## config.mk

```make
export PLATFORM = sky130hd
export DESIGN_NAME = mcp_result_serializer
export DESIGN_NICKNAME = d
export VERILOG_FILES = /design/src/rtl/mcp_pkg.sv /design/src/rtl/settle_timer.sv /design/src/rtl/mcp_result_serializer.sv
export SDC_FILE = /design/constraint.sdc
export NUM_CORES = 1
export LEC_CHECK = 0
export ABC_AREA = 1
export CORE_UTILIZATION = 32
export CTS_CLUSTER_DIAMETER = 30
export DETAILED_ROUTE_END_ITERATION = 10
export PLACE_DENSITY_LB_ADDON = 0.08
export SYNTH_ARGS = -nofsm -noshare
export SYNTH_HDL_FRONTEND = slang
export SYNTH_SLANG_ARGS = --single-unit
```

## constraint.sdc

```tcl
create_clock -name clk_i -period 3.15 [get_ports clk_i]
set_input_delay 0.63 -clock clk_i [delete_from_list [all_inputs] [get_ports clk_i]]
set_output_delay 0.63 -clock clk_i [all_outputs]
set_load 0.03 [all_outputs]
```

## src/rtl/mcp_pkg.sv

```systemverilog
// Shared definitions for the multi-cycle adder and its result serializer.
package mcp_pkg;

    // Defaults shared with the adder top and the SDC generation script.
    localparam int unsigned BITS          = 64;
    localparam int unsigned SETTLE_CYCLES = 4;

    typedef enum logic [1:0] {
        StIdle,
        StSettle,
        StShift
    } mcp_state_e;

endpackage

```

## src/rtl/settle_timer.sv

```systemverilog
// Down-counter that measures the settle window of the multi-cycle adder path.
// expired_o is high once the counter has reached zero; load_i restarts the window.
module settle_timer #(
    parameter int unsigned SETTLE_CYCLES = mcp_pkg::SETTLE_CYCLES
) (
    input  logic clk_i,
    input  logic rst_ni,
    input  logic load_i,
    input  logic en_i,
    output logic expired_o
);

    localparam int unsigned TW = $clog2(SETTLE_CYCLES + 1);

    logic [TW-1:0] cnt_q, cnt_d;

    // Load takes priority over decrement; the counter parks at zero.
    always_comb begin
        cnt_d = cnt_q;
        if (load_i) begin
            cnt_d = TW'(SETTLE_CYCLES - 1);
        end else if (en_i && (cnt_q != '0)) begin
            cnt_d = cnt_q - TW'(1);
        end
    end

    // Counter register.
    always_ff @(posedge clk_i or negedge rst_ni) begin
        if (!rst_ni) begin
            cnt_q <= '0;
        end else begin
            cnt_q <= cnt_d;
        end
    end

    assign expired_o = (cnt_q == '0);

endmodule

```

## src/rtl/mcp_result_serializer.sv

```systemverilog
// Captures the settled multi-cycle adder sum and streams it out LSB-first over
// a valid/ready bit-serial interface. sum_in_i is only sampled on the capture
// edge, which makes the adder a true multi-cycle path.
module mcp_result_serializer #(
    parameter int unsigned BITS          = mcp_pkg::BITS,
    parameter int unsigned SETTLE_CYCLES = mcp_pkg::SETTLE_CYCLES
) (
    input  logic            clk_i,
    input  logic            rst_ni,
    input  logic            start_i,
    input  logic            operand_changed_i,
    input  logic [BITS-1:0] sum_in_i,
    output logic            out_valid_o,
    input  logic            out_ready_i,
    output logic            out_bit_o,
    output logic            out_last_o,
    output logic            busy_o,
    output logic            done_o
);

    import mcp_pkg::*;

    localparam int unsigned CNT_W = $clog2(BITS);

    mcp_state_e        state_q, state_d;
    logic [BITS-1:0]   shift_q, shift_d;
    logic [CNT_W-1:0]  idx_q, idx_d;
    logic              done_q, done_d;
    logic              tmr_load, tmr_en, tmr_expired;
    logic              last;

    settle_timer #(
        .SETTLE_CYCLES (SETTLE_CYCLES)
    ) u_settle_timer (
        .clk_i     (clk_i),
        .rst_ni    (rst_ni),
        .load_i    (tmr_load),
        .en_i      (tmr_en),
        .expired_o (tmr_expired)
    );

    assign last = (state_q == StShift) && (idx_q == CNT_W'(BITS - 1));

    // Next-state logic: settle window with restart, capture, then handshake-driven shifting.
    always_comb begin
        state_d  = state_q;
        shift_d  = shift_q;
        idx_d    = idx_q;
        done_d   = 1'b0;
        tmr_load = 1'b0;
        tmr_en   = 1'b0;
        unique case (state_q)
            StIdle: begin
                // operand_changed_i is irrelevant here; the window is always loaded in full.
                if (start_i) begin
                    tmr_load = 1'b1;
                    state_d  = StSettle;
                end
            end
            StSettle: begin
                tmr_en = 1'b1;
                if (operand_changed_i) begin
                    tmr_load = 1'b1;
                end else if (tmr_expired) begin
                    shift_d = sum_in_i;
                    idx_d   = '0;
                    state_d = StShift;
                end
            end
            StShift: begin
                if (out_ready_i) begin
                    shift_d = {1'b0, shift_q[BITS-1:1]};
                    idx_d   = idx_q + CNT_W'(1);
                    if (last) begin
                        state_d = StIdle;
                        done_d  = 1'b1;
                    end
                end
            end
            default: state_d = StIdle;
        endcase
    end

    // State, data and done-pulse registers.
    always_ff @(posedge clk_i or negedge rst_ni) begin
        if (!rst_ni) begin
            state_q <= StIdle;
            shift_q <= '0;
            idx_q   <= '0;
            done_q  <= 1'b0;
        end else begin
            state_q <= state_d;
            shift_q <= shift_d;
            idx_q   <= idx_d;
            done_q  <= done_d;
        end
    end

    assign out_valid_o = (state_q == StShift);
    assign out_bit_o   = shift_q[0];
    assign out_last_o  = last;
    assign busy_o      = (state_q != StIdle);
    assign done_o      = done_q;

endmodule

```

==> impl.org, run 1 <==
** Outcome
- The run finished, with violations left.
- Violations in the final reports :: design-rule violations

** Route
- Via-to-Cell Ratio :: 4.38
- After detailed routing, the average wire length per cell comes to 11.8 um.
- Drc violations :: 12
- After detailed routing, the total wire length is 9060 um.
- Summing over every cut layer, the via total after detailed routing is 3371.
- Number of nets still failing antenna checks after routing :: 0
- Pre-Repair DR Iteration Count :: 9
- Number of DRC markers in iteration 0 :: 245

** Synth
- Post-synth top flop :: sky130_fd_sc_hd__dfrtp_1
- Post-synthesis async set-or-reset flop share :: 1.00
- The synthesized design contains 0 enable-type register cells.
- Synthesized Nets :: 632
- Count of distinct cell types in the synthesized netlist :: 20
- Portion of synthesized cell area occupied by the leading cell type :: 0.497
- Synthesis inferred 76 register bits.
- In this run the cell area of the synthesized design comes to 3830 um2.
- Yosys printed 0 warnings.
- Summed over all instances, the cell type with the most area after synthesis is sky130_fd_sc_hd__dfrtp_1.
- Dominant cells by area after synthesis :: sky130_fd_sc_hd__dfrtp_1 50%, sky130_fd_sc_hd__nand2_1 40%, sky130_fd_sc_hd__buf_2 1.8%, sky130_fd_sc_hd__nand3_1 1.0%, sky130_fd_sc_hd__clkbuf_1 0.98%
- The most common cell in the synthesized netlist is sky130_fd_sc_hd__nand2_1.
- Average cell area after synthesis :: 6.84 um2
- Sequential area share after synthesis :: 0.497
- Synthesis produced 560 cells.
- Most frequent cells after synthesis :: 410 x sky130_fd_sc_hd__nand2_1, 76 x sky130_fd_sc_hd__dfrtp_1, 14 x sky130_fd_sc_hd__buf_2, 10 x sky130_fd_sc_hd__clkbuf_1, 9 x sky130_fd_sc_hd__inv_1

** STA
- In the finished design, the share of the clock period the worst path needs comes to 0.728.
- In this run the tightest slew margin relative to its limit is 0.338.
- At the pin with the least slew margin, the transition time is 993 ps.
- Hold is met by 459 ps.
- Count of endpoints failing hold in the final timing report :: 0
- Final count of pins violating max slew :: 0
- The worst path in the final design needs a cycle of 2290 ps, including I/O delays and setup.
- Peak Freq :: 436 MHz
- Worst clock skew :: 2.93 ps
- Setup slack after layout :: 855 ps
- Setup violations remaining at the end of the flow were counted as 0.
- Summed over all failing endpoints, the final setup total negative slack is 0 ps.
- Setup repair after global routing left no endpoint under its margin.

** Die
- After floorplanning, the core was sized to cover 11600 um2.
- 74 I/O pins were placed.
- Die height :: 111 um
- Row generation in the floorplan step produced 39 rows.
- Die area :: 12400 um2
- Initial core utilization :: 0.331
- The die is 111 um wide.

** CTS
- Clock tree synthesis selected as its root buffer the cell sky130_fd_sc_hd__clkbuf_16.
- CTS saw 76 sinks.
- Total CTS buffers :: 9
- Worst-skew pair later-pin latency :: 330 ps
- Clock-pin slew was measured on the worst setup and hold paths at 60 ps.
- TritonCTS built the clock tree.
- Maximum clock path buffer count :: 2
- Post-CTS Repair Setup Buffers :: 0
- In this run, post-CTS repair resized a total of 0 instances.
- The clock tree synthesis step divided the H-tree into 3 levels.
- Hold buffer count at cts :: 0

** Place
- OpenSTA, run right after detailed placement, puts the worst setup slack at 717 ps.
- Placed instance area :: 4640 um2
- Input and output buffers added on the ports amount to 73.
- After legalization and detailed placement, the total HPWL measured 5470 um.
- The congestion estimate from routability-driven global placement came to 0.727.

** Global routing
- The first global-routing pass estimated 15400 um of wire.
- The initial antenna violation count is 0.
- Entering global routing, the biggest net connects 77 pins.
- Via count of the first global-routing pass :: 3353
- For this run the aggregate overflow at the end of global routing stands at 0.
- Across every metal layer, demand over resource in global routing totals 0.155.

** Critical path
- STA classifies the critical path startpoint as a flop.
- Element type at the critical path end :: primary output
- Required arrival time at the worst endpoint :: 2520 ps
- The critical path is of the flop to primary output type.
- Along the worst path, the maximum fanout reaches 8.
- Crit path arrival time :: 1660 ps
- FF-to-FF path depth :: 7

** Power
- Worst IR Drop VDD :: 0.000307 V
- Leakage power :: 2.65 nW
- Power density over the cells :: 709 nW/um2
- Overall power consumption :: 3.48 mW

** Layout
- The finished cells cover 4910 um2.
- In the final layout, the share of cells above drive strength 1 is 0.0399.
- Area growth syn-to-layout :: 28.1%
- The net count of the finished layout is 693.
- 0 antenna diodes ended up in the layout.
- Fill cells in the final layout number 1242.

** Run
- Max-Cap Viols :: 0

** Min path
- Path category of the worst min-delay check :: primary input to asynchronous set/reset pin
## worst max-delay path: stages (launching register included)
cell,delay [ps]
sky130_fd_sc_hd__dfrtp_1,410
sky130_fd_sc_hd__nor2_4,220
sky130_fd_sc_hd__clkdlybuf4s50_1,710
## through the flow
| step | util | cells |
|---|---|---|
| after floorplan | - | 560 |
| after global placement | 0.401 | 753 |
| after detailed placement | 0.401 | 753 |
| after CTS | 0.424 | 769 |
| after global routing | 0.424 | 769 |
| final | 0.424 | 769 |
## flip-flops by register name (all words and copies together) (netlist names)
signal / flops
state_q: 2
done_o: 1
idx_q: 6
shift_q: 64
u_settle_timer.cnt_q: 3
## placed cells by master, fill, tap and decap left out, drive strengths merged, types with 2 or more instances in the layout
| cell | instances |
|---|---|
| a21oi | 2 |
| buf | 7 |
| clkbuf | 14 |
| clkdlybuf4s50 | 71 |
| clkinv | 3 |
| dfrtp | 76 |
| ha | 3 |
| inv | 13 |
| nand2 | 411 |
| nand3 | 8 |
| nor2 | 7 |
| o21ai | 7 |
| xor2 | 2 |
## power breakdown
group | leakage [nW] | switching, mW | internal (mW) | total [mW]
clock | 0.131 | 0.376 | 0.553 | 0.929
sequential | 0.967 | 0.210 | 1.37 | 1.58
combinational | 1.56 | 0.584 | 0.383 | 0.967
## per-layer routing
metal,share of wire,routed length (um),up-vias,track usage
met2,0.45,4100,49,0.255
li1,-,-,1795,-
met4,0.0095,86,0,0.0676
met5,0,0,-,0
met1,0.51,4590,1520,0.201
met3,0.032,286,7,0.0245
## worst paths after layout
check | slack, ps | from | endpoint
setup reg to reg | 1160 | state_q[1] | idx_q[4]
min in group clk_i | 480 | shift_q[8] | shift_q[8]
max in group asynchronous | 2050 | rst_ni | shift_q[31]
setup / recovery | 860 | state_q[0] | out_valid_o
hold / removal | 460 | rst_ni | shift_q[6]
hold reg to reg | 480 | shift_q[8] | shift_q[8]
## final cells by class
type	count	area (um2)	share of cell area
Clock buffer	14	254	0.0518
Clock inverter	2	10.0	0.00204
Inverter	14	52.6	0.0107
Multi-Input combinational cell	442	1730	0.353
Sequential cell	76	1900	0.388
Tap cell	143	179	0.0365
Timing Repair Buffer	78	776	0.158
## logic make-up (layout without fill, tap and decap cells)
kind of cell,count (synthesis),count (layout),synth area share
buffers and inverters,42,108,0.0506
AND/OR/NAND/NOR,427,427,0.425
XOR/XNOR,2,2,0.00457
AO/OA/AOI/OAI,10,10,0.0137
adder cells (fa/ha/maj),3,3,0.00980
flip-flops,76,76,0.497
No activity file was read; power rests on OpenSTA's default activity.
==> run 2: changes to the inputs <==
==> constraint.sdc (replaced) <==
create_clock -name clk_i -period 2.03 [get_ports clk_i]
set_input_delay 0.406 -clock clk_i [delete_from_list [all_inputs] [get_ports clk_i]]
set_output_delay 0.406 -clock clk_i [all_outputs]
set_load 0.03 [all_outputs]
==> run 2 against run 1 <==
Clock-buffer cell count decreased by 3. Clock skew grew 6.0 ps. Critical endpoint is now busy_o. Sequential power is 54% higher. First-iteration DRC count shrank 35%. The run still ends with design-rule violations left. Flip-flop and latch count unchanged. Total power rose by 66%. Non-clock buffer count rose by 9.
==> impl.org, run 2 (synthesis gave the netlist of run 1 again) <==
** Outcome
- Run status :: complete, but fails checks
- Violations in the final reports :: design-rule violations

** Place
- Final Wtd Congestion :: 0.730 (+0.37%)
- The total half-perimeter wirelength after legalization and detailed placement is 5800 um (+6.1%).
- Placed instance area :: 4720 um2 (+1.6%)
- The count of buffers inserted at the top-level ports came to 73 (unchanged).

** Layout
- The area of all placed cells without fillers was 5080 um2 (+3.5%).
- Ant. Diodes :: 0 (unchanged)
- In the layout the commonest cells are 409 x sky130_fd_sc_hd__nand2_1, 76 x sky130_fd_sc_hd__dfrtp_1, 70 x sky130_fd_sc_hd__clkdlybuf4s50_1.
- More flip-flops sit in one register than any other, and that register is shift_q.
- Filler cell count :: 1193 (-3.9%)
- Final core utilization :: 0.439 (+0.0147)
- Most frequent standard cell in the layout excluding fill and tap cells :: sky130_fd_sc_hd__nand2_1
- The fraction of layout cells with a size suffix above 1 is 0.0661 (+0.0262).
- Number of flip-flops under the largest register name :: 64 (unchanged)
- The number of nets in the layout is 702 (+1.3%).
- The area growth from synthesis to layout is 32.6%.
- The largest registers in the layout are shift_q x64, idx_q x6, u_settle_timer.cnt_q x3.

** STA
- Peak Freq :: 514 MHz
- The setup skew after layout was 8.93 ps (+6.00 ps).
- The setup TNS came to 0 ps (unchanged).
- Unrepaired setup endpoints after global routing :: no
- The total of endpoints with negative setup slack in the final report is 0 (unchanged).
- Ratio of final minimum period to clock period :: 0.959
- Final critical-path required period :: 1950 ps
- The total count of max-transition violations in the final report is 0 (unchanged).
- Worst slew pin tran :: 617 ps (-375 ps)
- The hold violation count in the final report came to 0 (unchanged).
- Worst-case headroom to the max-slew limit :: 0.588 (+0.250)

** Route
- Number of nets still failing antenna checks after routing :: 0 (unchanged)
- Pre-Repair DR Iteration Count :: 7 (-2)
- The average via count per standard cell came to 4.44 (+1.3%).
- The iteration-0 DRC count of the detailed router came to 160 (-35%).
- Detailed-route via count :: 3455 (+2.5%)
- The per-cell routed wire length was 11.5 um (-2.8%).
- The detailed-route DRC error count came to 12 (unchanged).
- Wire length after detailed routing :: 8910 um (-1.6%)

** CTS
- Maximum clock path buffer count :: 2 (unchanged)
- CTS tree :: built
- Clock tree sinks :: 76 (unchanged)
- Root buffer cell :: sky130_fd_sc_hd__clkbuf_16
- The number of buffers created by CTS came to 9 (unchanged).
- Worst-skew pair later-pin latency :: 330 ps (about the same)
- Count of H-tree levels built during CTS :: 3 (unchanged)
- The clock-pin slew on the worst setup and hold paths was 60 ps (about the same).

** Power
- Overall power consumption :: 5.78 mW (+66%)
- The power per standard cell area is 1140 nW/um2 (+60%).
- The leakage power total came to 2.74 nW (+3.1%).
- The worst IR drop on VDD is 0.000485 V (+58%).

** Global routing
- The via count of the first global-routing pass came to 3341 (-0.36%).
- Gr usage total :: 0.155 (+0.000591)
- First-pass GRT wire length :: 15400 um (-0.36%)
- Largest net degree at the start of global routing :: 58 (-25%)
- The initial antenna violation count came to 0 (unchanged).
- The leftover overflow at the end of global routing is 0 (unchanged).

** Die
- Die X :: 111 um (unchanged)
- Initial core utilization :: 0.331 (unchanged)
- The boundary pin count was 74 (unchanged).
- The number of standard-cell rows in the floorplan was 39 (unchanged).
- Die height :: 111 um (unchanged)
- The core footprint came to 11600 um2 (unchanged).
- The overall die area came to 12400 um2 (unchanged).

** Min path
- The path class of the tightest hold or removal check is primary input to asynchronous set/reset pin.

** Critical path
- FF-to-FF path depth :: 9 (+2)
- Element type at the critical path end :: primary output
- Startpoint types :: flop
- Worst Path Max Fanout :: 3 (-5)
- The worst register-to-register path begins at u_settle_timer.cnt_q[0].
- The critical path is of the flop to primary output type.
- In this run the worst setup path begins at state_q[0].
- The endpoint identified for the worst register-to-register timing path is shift_q[41].
- Crit path arrival time :: 1540 ps (-120 ps)
- The setup slack on the worst flop-to-flop path came to 420 ps (-740 ps).
- Critical path endpoint :: busy_o
- Required arrival time at the worst endpoint :: 1620 ps (-900 ps)

** Run
- The number of max-cap violations was 0 (unchanged).
-- run 2: cell types whose count changed in the layout (fill, tap and decap cells not counted), moves of 2 or more --
| cell | change |
|---|---|
| sky130_fd_sc_hd__nor2_2 | +2 |
| sky130_fd_sc_hd__clkbuf_1 | -4 |
| sky130_fd_sc_hd__bufinv_16 | +2 |
| sky130_fd_sc_hd__clkinvlp_4 | +2 |
| sky130_fd_sc_hd__buf_4 | +8 |
| sky130_fd_sc_hd__buf_12 | +2 |
| sky130_fd_sc_hd__nor2_1 | -2 |
| sky130_fd_sc_hd__clkinv_2 | -2 |
-- run 2: area by class of cell --
type / instances / area, um2 / share of cell area
well taps: 143 / 179 / 0.0352
repair buffers: 87 / 866 / 0.171
clock inverters: 5 / 83.8 / 0.0165
clock buffers: 11 / 253 / 0.0498
multi-input cells: 442 / 1740 / 0.343
flip-flops and latches: 76 / 1900 / 0.375
inverters: 14 / 52.6 / 0.0103
-- run 2: power by group --
part,total [mW],internal (mW),leakage [nW],switching (mW)
logic,1.57,0.658,1.61,0.913
registers,2.44,2.13,0.967,0.309
clock network,1.76,1.15,0.158,0.619
total,5.78,3.94,2.74,1.84
-- run 2: worst min path at each step --
stage | start | to | slack [ps]
floorplan | rst_ni | done_o | 110
global placement | rst_ni | shift_q[6] | 380
detailed placement | rst_ni | shift_q[6] | 380
CTS | rst_ni | shift_q[6] | 30
global route | rst_ni | shift_q[6] | 50
finish | rst_ni | shift_q[6] | 20
-- run 2: stage by stage --
step,setup slack (ps),instances,hold slack (ps)
global route,7.54,778,48.2
global placement,235,760,384
CTS,21.8,777,31.7
floorplan,350,560,110
finish,83.0,778,16.6
detailed placement,194,760,384
-- run 2: what timing repair did --
action | CTS | global route
gates resized for setup | 0 | 3
endpoints found under the setup margin | 1 | 1
hold buffers | 0 | 0
setup buffers | 1 | 1
pin swaps | 0 | 0
-- run 2: layer usage --
metal,vias up,GRT usage,share of wire,routed length [um]
met2,71,0.252,0.45,4010
met5,-,0,0,0
met3,9,0.0267,0.042,371
li1,1816,-,-,-
met4,0,0.0676,0.014,127
met1,1559,0.204,0.49,4400
-- run 2: worst max-delay path, cell delays in order, from the launching register on --
cell and delay [ps]:
sky130_fd_sc_hd__dfrtp_1 410, sky130_fd_sc_hd__nor2_1 160, sky130_fd_sc_hd__inv_1 60, sky130_fd_sc_hd__clkdlybuf4s50_1 590
==> run 3: changes to the inputs <==
--- a/config.mk
+++ b/config.mk
@@ -10,6 +10,7 @@
 export CTS_CLUSTER_DIAMETER = 30
 export DETAILED_ROUTE_END_ITERATION = 10
 export PLACE_DENSITY_LB_ADDON = 0.08
+export SLEW_MARGIN = 5
 export SYNTH_ARGS = -nofsm -noshare
 export SYNTH_HDL_FRONTEND = slang
 export SYNTH_SLANG_ARGS = --single-unit
==> results of run 3 <==
Same layout as run 2: the final DEF is identical, and so are final timing and power.
==> RTL change 1 (config.mk and constraints of run 3) <==
Reset style: synchronous (`rst_ni`), changed in 2 clocked blocks.
--- a/src/rtl/settle_timer.sv
+++ b/src/rtl/settle_timer.sv
@@ -25,7 +25,7 @@
     end
 
     // Counter register.
-    always_ff @(posedge clk_i or negedge rst_ni) begin
+    always_ff @(posedge clk_i) begin
         if (!rst_ni) begin
             cnt_q <= '0;
         end else begin
--- a/src/rtl/mcp_result_serializer.sv
+++ b/src/rtl/mcp_result_serializer.sv
@@ -82,7 +82,7 @@
     end
 
     // State, data and done-pulse registers.
-    always_ff @(posedge clk_i or negedge rst_ni) begin
+    always_ff @(posedge clk_i) begin
         if (!rst_ni) begin
             state_q <= StIdle;
             shift_q <= '0;
Formal check against the unedited RTL: differs if rst_ni is asserted again (counterexample within 4 cycles, from zero or initial values and one cycle with rst_ni low); with rst_ni held inactive, the same outputs for 10 cycles.
==> RTL change 1 against run 3 <==
The run still ends with design-rule violations left. Power fell by 17%. Design area fell by 1.8%. Sequential cell count did not move. Fmax rose by 6.3%. Setup slack improved by 0.12 ns. Synthesized area rose by 0.23%. Wire length rose by 0.52%. Sequential power fell by 23%. Global-route usage fell by 0.17 points. Utilization fell by 0.78 points. Largest cell class is now multi-input gates.
==> RTL change 1: results (changes against run 3) <==
critical_path:
  worstReg2RegEnd: "shift_q[63]"
  worst_r2r_path_depth: 10  # +1
  reg2reg_from: "u_settle_timer.cnt_q[0]"
  crit_start: "state_q[0]"
  cpMaxStageDelayCell: "dfxtp_1"
  reg2reg_slack_ns: 0.37  # -0.05 ns
  slowest_delay_ns: 0.39  # -0.20 ns
drt:
  dr.first_iter.drc_count: 183  # +14%
  drc: 6  # -6
  firstDrtPassIters: 9  # +2
  via_per_inst: 4.51  # +1.5%
  wl_per_cell_um: 11.4  # -0.13%
synth:
  synth_ff_type: "dfxtp_1"
  synth_commonest_cells: "207 x nand2_1, 82 x nor2_1, 76 x dfxtp_1, 66 x o21ai_0, 51 x nor2_2"
  syn-num-nets: 646  # +2.2%
sta:
  worst_pin_slew_ns: 0.572  # -0.0458 ns
  fin_skew_ns: 0.00497  # -0.00396 ns
  post-route-period-util_pct: 90.2  # -5.7 points
place:
  gp_congestion: 0.723  # -0.97%
  place_ws_ns: 0.0771  # -0.117 ns
  dp_hpwl_um: 5700  # -1.8%
clock_tree:
  post-cts-setup-buffers: 0  # -1
status:
  run_status: "finished with violations"
  violations: "design-rule violations"
grt:
  first_global_vias: 3424  # +2.5%
  gr-usage-all-layers_pct: 15.4  # -0.17 points
final_layout:
  drive_above_1_share_pct: 14.4  # +7.8 points
  fill_cells: 1220  # +2.3%
power_and_ir_drop:
  max-vdd-ir-drop_mv: 0.355  # -27%
min_path:
  min_path_type: "flip-flop to flip-flop"
## RTL change 1: changes by cell type after synthesis, moves of 51 or more
cell | before | now
nand2_1 | 410 | 207
dfrtp_1 | 76 | 0
dfxtp_1 | 0 | 76
nor2_1 | 6 | 82
o21ai_0 | 6 | 66
nor2_2 | 0 | 51
## RTL change 1: cell families (layout without fill, tap and decap cells)
group,count (synthesis),after routing,synth area share (%)
buf+inv,55,121,8.70
simple gates,361,361,40.2
flops,76,76,39.6
compound gates,78,78,10.2
fa+ha+maj,3,3,0.978
xor+xnor,1,1,0.228
## RTL change 1: through the flow
stage | hold slack, ns | total power [mW] | area (um2) | utilization [%] | cells
2_1_floorplan | 0.432 | 2.69 | 3840 | - | 574
3_3_place_gp | 0.441 | 2.96 | 4630 | 40.1 | 767
3_5_place_dp | 0.451 | 2.97 | 4630 | 40.1 | 767
4_1_cts | 0.450 | 4.85 | 4980 | 43.1 | 783
5_1_grt | 0.469 | 5.08 | 4990 | 43.1 | 783
6_report | 0.453 | 4.79 | 4990 | 43.1 | 783
## RTL change 1: layout make-up
class / instances / share of cell area (%)
multi-input cells: 443 / 39.8
clock inverters: 6 / 2.23
inverters: 20 / 1.56
repair buffers: 85 / 17.6
clock buffers: 10 / 4.79
flip-flops and latches: 76 / 30.5
well taps: 143 / 3.59
## RTL change 1: power by group through the flow
stage,registers [mW],clock network [mW],logic (mW)
floorplan,1.87,0,0.819
global placement,1.89,0,1.07
detailed placement,1.89,0,1.08
CTS,1.86,1.90,1.09
global route,1.90,1.97,1.21
finish,1.87,1.86,1.07
## RTL change 1: routing by layer
layer / vias up / GRT usage, % / wire (um)
li1: 1903 / - / -
met1: 1559 / 20.1 / 4600
met2: 62 / 24.5 / 3910
met3: 4 / 3.70 / 381
met4: 0 / 5.68 / 75
met5: - / 0 / 0
==> RTL change 2 (settings of run 3) <==
Made on the original files. Set the package constant `SETTLE_CYCLES` to 8 (it was 4).
--- a/src/rtl/mcp_pkg.sv
+++ b/src/rtl/mcp_pkg.sv
@@ -3,7 +3,7 @@
 
     // Defaults shared with the adder top and the SDC generation script.
     localparam int unsigned BITS          = 64;
-    localparam int unsigned SETTLE_CYCLES = 4;
+    localparam int unsigned SETTLE_CYCLES = 8;
 
     typedef enum logic [1:0] {
         StIdle,
Function: changed (Yosys sat finds a counterexample within 10 cycles, from zero or initial values and one cycle with rst_ni low).
==> RTL change 2 against run 3 <==
Sequential cell count grew 1. First-iteration DRC count grew 22%. Global-route usage grew 0.83 points. Synthesized area grew 6.1%. Largest power group unchanged. Design area grew 2.8%. Setup slack gained 0.037 ns. Synthesized cell count grew 4.5%. Combinational power grew 14%. Utilization shrank 1.1 points. Die area grew 6.0%. Wire length grew 11%. Power grew 0.71%.
==> RTL change 2: results (changes against run 3) <==
clock_tree:
  post-cts-setup-buffers: 0  # -1
sta:
  hold_ws_ns: 0.0712  # +0.0546 ns
  slew-limit-headroom_pct: 62.3  # +3.4 points
  fin_skew_ns: 0.00519  # -0.00373 ns
critical_path:
  slowest_delay_ns: 0.38  # -0.21 ns
  crit_arrival_ns: 1.50  # -0.04 ns
  crit_fanout: 4  # +1
  worst_r2r_path_depth: 7  # -2
  worstReg2RegEnd: "shift_q[49]"
  cpMaxStageDelayCell: "dfrtp_1"
final_layout:
  final_cells: 816  # +4.9%
  drive_above_1_share_pct: 5.86  # -0.75 points
  nets: 715  # +1.9%
drt:
  dr.first_iter.drc_count: 195  # +22%
  firstDrtPassIters: 4  # -3
  wl_per_cell_um: 12.1  # +5.9%
  via_per_inst: 4.57  # +2.9%
grt:
  grt_pass1_wl_um: 16900  # +9.7%
floorplan:
  core-area_um2: 12200  # +5.6%
synth:
  synthCells: 585  # +4.5%
  synth_commonest_cells: "352 x nand2_1, 78 x nand3_1, 77 x dfrtp_1, 16 x buf_2"
  syn-num-nets: 656  # +3.8%
place:
  dp_hpwl_um: 6040  # +4.0%
power_and_ir_drop:
  p_seq_mw: 2.59  # +6%
  p_leak_nw: 2.83  # +3.3%
  p_sw_mw: 2.07  # +12%
  switching_share_pct: 35.6  # +3.7 points
  max-vdd-ir-drop_mv: 0.423  # -13%
status:
  run_status: "completed"
==> RTL change 2: changes by cell type in the layout (fill, tap and decap cells not counted), moves of 3 or more <==
cell,change
buf_4,-8
nor2_1,+6
inv_1,+4
nand3_1,+69
clkbuf_1,+3
buf_12,+4
o21ai_0,-4
nand2_1,-58
==> RTL change 2: stage by stage <==
stage	utilization, %	setup TNS (ns)	setup slack (ns)	instance area, um2
final	42.8	0	0.120	5220
after global routing	42.8	-0.0147	-0.0147	5220
after CTS	42.7	0	0.0165	5210
after detailed placement	40.5	0	0.213	4950
after global placement	40.5	0	0.220	4950
after floorplan	-	0	0.409	4070
==> RTL change 2: kinds of logic after synthesis <==
logic type	after synthesis	synth area share [%]
simple gates	448	44.3
flops	77	47.4
buf+inv	52	6.86
compound gates	6	0.800
fa+ha+maj	2	0.615
==> RTL change 2: final cells by class <==
cell class | instances | area, um2
Clock buffer | 13 | 250
Clock inverter | 2 | 10.0
Fill cell | 1326 | 6990
Inverter | 17 | 63.8
Multi-Input combinational cell | 456 | 1870
Sequential cell | 77 | 1930
Tap cell | 168 | 210
Timing Repair Buffer | 83 | 888
==> RTL change 2: how the worst max path moves through the flow <==
stage	end	startpoint	depth (start not counted)
floorplan	out_last_o	idx_q[0]	5
global placement	idx_q[3]	out_ready_i	9
detailed placement	idx_q[5]	out_ready_i	9
CTS	busy_o	state_q[1]	3
global route	out_last_o	idx_q[0]	6
finish	out_last_o	idx_q[0]	6
==> RTL change 2: metal layers <==
metal  global-route usage (%)  routed length, um  share of wire (%)  up-vias
li1                         -                  -                  -     1930
met3                     2.38                381                3.8       11
met4                     7.10                108                1.1        0
met1                     21.3               5010                 51     1707
met2                     27.2               4400                 44       80
met5                        0                  0                  0        -
